==> src/rtl/stereo_pkg.sv <==
// Shared stereo-pipeline constants and the row-sequencer state encoding.
// Used by the solver, the line buffers and the row sequencer.
package stereo_pkg;
    localparam int MASK_SIZE_DEF     = 5;
    localparam int MATCH_WIDE_DEF    = 18;
    localparam int POSITION_BITS_DEF = 8;
    localparam int PIXEL_BITS        = 8;
    localparam int DISP_BITS         = 8;

    typedef enum logic [2:0] {
        ST_IDLE   = 3'd0,
        ST_ISSUE  = 3'd1,
        ST_WAIT   = 3'd2,
        ST_OUTPUT = 3'd3,
        ST_DONE   = 3'd4
    } seq_state_t;
endpackage

==> src/rtl/stereo_window_addr.sv <==
// Maps a centre column to solver mask/match positions (combinational, no state).
// The match side saturates at 0 near the left edge instead of wrapping.
module stereo_window_addr
    import stereo_pkg::*;
#(
    parameter int MASK_SIZE     = MASK_SIZE_DEF,
    parameter int MATCH_WIDE    = MATCH_WIDE_DEF,
    parameter int POSITION_BITS = POSITION_BITS_DEF
) (
    input  logic [POSITION_BITS-1:0] column,
    output logic [POSITION_BITS-1:0] mask_position,
    output logic [POSITION_BITS-1:0] match_position
);
    localparam int SPAN = MATCH_WIDE - MASK_SIZE;
    localparam logic [POSITION_BITS-1:0] SPAN_W = POSITION_BITS'(SPAN);

    assign mask_position  = column;
    assign match_position = (column >= SPAN_W) ? column - SPAN_W : '0;
endmodule

==> src/rtl/stereo_row_sequencer.sv <==
// Steps the stereo solver across one row; one disparity per SOLVER_LATENCY+2 cycles.
// Positions and disp_data/disp_column are held while disp_ready is low.
module stereo_row_sequencer
    import stereo_pkg::*;
#(
    parameter int MASK_SIZE      = MASK_SIZE_DEF,
    parameter int MATCH_WIDE     = MATCH_WIDE_DEF,
    parameter int POSITION_BITS  = POSITION_BITS_DEF,
    parameter int SOLVER_LATENCY = 1
) (
    input  logic                     clk,
    input  logic                     rst_n,
    input  logic                     start,
    input  logic [POSITION_BITS-1:0] row_width,
    output logic                     busy,
    output logic                     done,
    output logic [POSITION_BITS-1:0] mask_position,
    output logic [POSITION_BITS-1:0] match_position,
    input  logic [DISP_BITS-1:0]     solver_disparity,
    output logic                     disp_valid,
    input  logic                     disp_ready,
    output logic [DISP_BITS-1:0]     disp_data,
    output logic [POSITION_BITS-1:0] disp_column
);
    localparam int HALF     = MASK_SIZE / 2;
    localparam int CNT_BITS = (SOLVER_LATENCY > 0) ? $clog2(SOLVER_LATENCY + 1) : 1;
    localparam logic [POSITION_BITS-1:0] HALF_W = POSITION_BITS'(HALF);
    localparam logic [POSITION_BITS-1:0] MASK_W = POSITION_BITS'(MASK_SIZE);
    localparam logic [POSITION_BITS-1:0] ONE_W  = POSITION_BITS'(1);
    localparam logic [CNT_BITS-1:0]      LAT_W  = CNT_BITS'(SOLVER_LATENCY);
    localparam logic [CNT_BITS-1:0]      CNT_1  = CNT_BITS'(1);

    seq_state_t               state, state_nxt;
    logic [POSITION_BITS-1:0] col, last_col;
    logic [CNT_BITS-1:0]      wait_cnt;
    logic                     accept, capture, advance;

    always_comb begin
        state_nxt = state;
        accept    = 1'b0;
        capture   = 1'b0;
        advance   = 1'b0;
        case (state)
            ST_IDLE: begin
                if (start) begin
                    accept    = 1'b1;
                    state_nxt = (row_width < MASK_W) ? ST_DONE : ST_ISSUE;
                end
            end
            ST_ISSUE: begin
                if (SOLVER_LATENCY == 0) begin
                    capture   = 1'b1;
                    state_nxt = ST_OUTPUT;
                end else begin
                    state_nxt = ST_WAIT;
                end
            end
            ST_WAIT: begin
                if (wait_cnt == CNT_1) begin
                    capture   = 1'b1;
                    state_nxt = ST_OUTPUT;
                end
            end
            ST_OUTPUT: begin
                if (disp_ready) begin
                    if (col == last_col) begin
                        state_nxt = ST_DONE;
                    end else begin
                        advance   = 1'b1;
                        state_nxt = ST_ISSUE;
                    end
                end
            end
            ST_DONE:  state_nxt = ST_IDLE;
            default:  state_nxt = ST_IDLE;
        endcase
    end

    always_ff @(posedge clk) begin
        if (!rst_n) begin
            state     <= ST_IDLE;
            col       <= '0;
            last_col  <= '0;
            wait_cnt  <= '0;
            disp_data <= '0;
        end else begin
            state <= state_nxt;
            if (accept) begin
                col      <= HALF_W;
                // last_col < row_width, so col never has to count past it
                last_col <= row_width - HALF_W - ONE_W;
            end else if (advance) begin
                col <= col + ONE_W;
            end
            if (state == ST_ISSUE) begin
                wait_cnt <= LAT_W;
            end else if (state == ST_WAIT) begin
                wait_cnt <= wait_cnt - CNT_1;
            end
            if (capture) begin
                disp_data <= solver_disparity;
            end
        end
    end

    assign busy        = (state != ST_IDLE);
    assign done        = (state == ST_DONE);
    assign disp_valid  = (state == ST_OUTPUT);
    assign disp_column = col;

    stereo_window_addr #(
        .MASK_SIZE     (MASK_SIZE),
        .MATCH_WIDE    (MATCH_WIDE),
        .POSITION_BITS (POSITION_BITS)
    ) u_window_addr (
        .column         (col),
        .mask_position  (mask_position),
        .match_position (match_position)
    );
endmodule
==> config.mk <==
export PLATFORM = sky130hd
export DESIGN_NAME = stereo_row_sequencer
export DESIGN_NICKNAME = d
export VERILOG_FILES = /design/src/rtl/stereo_pkg.sv /design/src/rtl/stereo_window_addr.sv /design/src/rtl/stereo_row_sequencer.sv
export SDC_FILE = /design/constraint.sdc
export NUM_CORES = 1
export LEC_CHECK = 0
export CORE_MARGIN = 2
export CORE_UTILIZATION = 40
export CTS_CLUSTER_SIZE = 20
export DETAILED_ROUTE_END_ITERATION = 8
export PLACE_DENSITY = 0.7
export SLEW_MARGIN = 5
export SYNTH_ARGS = -nofsm -noshare
export SYNTH_HDL_FRONTEND = slang
export SYNTH_HIERARCHICAL = 1
export SYNTH_SLANG_ARGS = --single-unit
==> constraint.sdc <==
create_clock -name clk -period 2 [get_ports clk]
set_input_delay 0.4 -clock clk [delete_from_list [all_inputs] [get_ports clk]]
set_output_delay 0.4 -clock clk [all_outputs]
set_load 0.05 [all_outputs]
==> metrics.md <==
| Metric | Value |
|---|---|
| Status | `complete, but fails checks` |
| Failing checks | `negative setup slack` |
| Top Usage Layer GRT | `met2` |
| Drt drc | `0` |
| Most common cell after layout, fill and taps aside | `buf_4` |
| Worst setup endpoint | `match_position[3]` |
| Placement Cell Area | `roughly 2400 µm²` |
| Chip Width | `between 70 and 80 µm` |
| CTS root buf | `clkbuf_8` |
| Vias in the first global route | `approximately 1500` |
| Compound-cell area share of the yosys netlist | `0.176` |
| # IOs | `55` |
| Sequential area share after synthesis | `0.321` |
| Register bit total from synthesis | `28` |
| Reg2reg path depth | `5` |
| Port Buffers | `between 50 and 60` |
| Leading area contributor after synthesis | `dfxtp_1` |
| Syn Nets | `around 230` |
| Synth Area in Simple Gates | `0.237` |
| Clock-pin slew on the worst setup and hold paths | `approximately 0.10 ns` |
| Antenna violations before repair | `0` |
| Largest family of logic cells by synthesized area | `simple AND/OR/NAND/NOR gates` |
| Final slew viol count | `0` |
| Cts bufs inserted | `3` |
| Hpwl dp | `about 3000 µm` |
| DR pass1 iterations | `4` |
| GR Util met2 | `0.289` |
| Overall global routing resource usage | `0.168` |
| Layout Cell Area excl Fill | `2640 µm²` |
| Final hold vios | `0` |
| Met1 usage | `0.221` |
| Final nets | `a little under 300` |
| CP Cell Sequence | `inv_4 -> ha_1 -> nand2b_4 -> a311oi_4 -> buf_6 -> nor2_2 -> buf_6` |
| Synth Cell Area | `roughly 1700 µm²` |
| # rows | `24` |
| Clock Skew | `approximately 0.0053 ns` |
| Period utilization | `1.02` |
| Met3 usage | `0.0245` |
| Max stage delay on crit path | `between 0.3 and 0.4 ns` |
| Via count | `between 1500 and 2000` |
| Post-synthesis mux area share | `0.0516` |
| Layout cell share with drive strength beyond 1 | `0.323` |
| Worst VDD drop | `about 0.28 mV` |
| Clock latency on the worst-skew pair | `about 0.28 ns` |
| Largest net degree at the start of global routing | `22` |
| Die ar. | `4910 µm²` |
| Fmax achieved | `about 500 MHz` |
| Max_cap viols | `0` |
| Worst R2R Setup Slack | `0.29 ns` |
| Most common cell on crit path | `buf_6` |
| Yosys warns | `6` |
| Final Util | `0.620` |
| Slew @ Worst Pin | `just over 0.5 ns` |
| Setup violations, final | `7` |
| Vias per cell | `roughly 5` |
| Hold Slack | `0.482 ns` |
| Synth Area per Inst | `between 8 and 9 µm²` |
| Startpoint types | `flip-flop` |
| Min-Delay Path Class | `reg -> reg` |
| Worst setup margin | `-0.0388 ns` |
| Critical Path RT | `1.60 ns` |
| Initial core utilization | `0.409` |
| H-tree Lvls | `1` |
| PwrDens | `between 500 and 600 nW/µm²` |
| Asr flop ratio synth | `0` |
| Number of fill cells | `between 300 and 400` |
| Leakage power | `between 0.001 and 0.0015 µW` |
| Crit path from | `disp_column[1]$_SDFFE_PN0P_` |
| FF-to-FF Start | `disp_column[7]$_SDFFE_PP0P_` |
| Final WL | `about 4100 µm` |
| Critical path class | `reg -> out` |
| Worst setup EP type | `primary output` |
| Final GP Congestion | `between 0.8 and 0.9` |
| First-pass GRT wire length | `6800 µm` |
| Die height | `roughly 70 µm` |
| Distinct cells, synth | `45` |
| WP depth | `7` |
| RSZ-0062 raised after global routing | `true` |
| CP top delay family | `flip-flops` |
| Minimum clock period | `a little over 2 ns` |
| Clock sinks | `28` |
| EDFF count, synth | `0` |
| N_diodes | `0` |
| Synth Area in Adders | `0.0358` |
| Number of DRC markers in iteration 0 | `54` |
| Synth area leaders | `dfxtp_1 32%, xnor2_1 6.0%, mux2i_1 5.2%` |
| Routed Antenna Nets | `0` |
| Slew headroom | `0.659` |
| CORE AREA | `~4300 µm²` |
| Crit path DAT | `roughly 1.6 ns` |
| Yosys top cell area share | `0.321` |
| Synth-to-layout area growth | `51.4%` |
| Synth Flop Type | `dfxtp_1` |
| CTS tree | `done` |
| Most frequent cells in the layout | `36 x buf_4, 27 x clkdlybuf4s50_1, 21 x dfxtp_1, 18 x nand2_1, 12 x xnor2_1` |
| Deepest clock path buffer count | `2` |
| Global route overflow | `0` |
| Worst Path Buf+Inv | `3` |
| CP max FO | `5` |
| Post-synthesis xor/xnor area fraction | `0.100` |
| Routed WL per cell | `roughly 13 µm` |
| RR Endpoint | `disp_column[1]$_SDFFE_PN0P_` |
| Critical-path top delay cell | `dfxtp_4` |
| Mapped Cells | `200` |
-- metrics by stage --
step	total power [µW]	setup TNS, ns	instances	setup WS, ns
after floorplan	907	0	200	0.00127
after global placement	1030	-0.0908	306	-0.0908
after detailed placement	1030	-0.154	306	-0.139
after CTS	1460	-0.364	317	-0.0610
after global routing	1530	-0.565	318	-0.0893
final	1450	-0.217	318	-0.0388
-- cells by family after synthesis --
| logic type | after synthesis |
|---|---|
| adders and majority gates | 5 |
| DFF | 28 |
| AOI/OAI and AO/OA | 41 |
| muxes | 9 |
| buffers and inverters | 23 |
| and+or+nand+nor | 74 |
| xor gates and xnor gates | 20 |
-- worst reg2reg max path: stages (launching register included) --
cell	delay [ns]
dfxtp_1	0.61
xnor2_1	0.17
nand4_1	0.25
o21ai_4	0.34
nand2_1	0.10
o311a_2	0.14
-- worst min-delay path by stage --
stage,startpoint,end,slack [ns],depth (start not counted)
floorplan,last_col[2]$_SDFFE_PN0P_,last_col[2]$_SDFFE_PN0P_,0.45,2
global placement,last_col[2]$_SDFFE_PN0P_,last_col[2]$_SDFFE_PN0P_,0.46,2
detailed placement,last_col[2]$_SDFFE_PN0P_,last_col[2]$_SDFFE_PN0P_,0.47,2
CTS,last_col[2]$_SDFFE_PN0P_,last_col[2]$_SDFFE_PN0P_,0.49,2
global route,last_col[2]$_SDFFE_PN0P_,last_col[2]$_SDFFE_PN0P_,0.52,2
finish,last_col[2]$_SDFFE_PN0P_,last_col[2]$_SDFFE_PN0P_,0.48,2
-- cell type report --
type,instances,area [µm²],share of cell area
multi-input cells,149,1170,0.443
flip-flops and latches,28,577,0.218
well taps,52,65.1,0.0246
inverters,7,31.3,0.0118
clock buffers,4,66.3,0.0251
repair buffers,78,733,0.277
-- cells in the mapped netlist, types with 3 or more instances --
cell type	number
nand2_1	18
xor2_1	8
o211a_1	7
mux2i_1	9
nor2_1	12
xnor2_1	12
or3_1	4
a21oi_1	6
and3_1	3
and2_1	3
dfxtp_1	28
o31ai_1	3
o211ai_1	3
buf_4	8
nand3_1	4
o21ai_0	11
inv_1	7
nor3_1	5
buf_2	3
ha_1	5
nor2b_1	10
-- power by group --
group          total [µW]  internal, µW  switching, µW
combinational         427           197            230
clock                 397           218            179
sequential            630           594           36.4
-- registers in the layout, indices dropped and copies added, names as in the netlist --
signal	count
disp_data	8
wait_cnt	1
last_col	8
disp_column	8
state	3
-- routing by layer --
metal  vias up  share of wire
met2        33           0.50
met4         0         0.0083
met1       769           0.45
met3         4          0.033
li1        828              -
met5         -              0
-- repair_timing --
item / 4_1_cts / 5_1_grt
hold buffers: 0 / 0
gates resized for setup: 24 / 10
setup endpoints to repair: 8 / 11
setup buffers: 7 / 1
pin swaps: 6 / 4
Power figures use the tool's default switching activity.
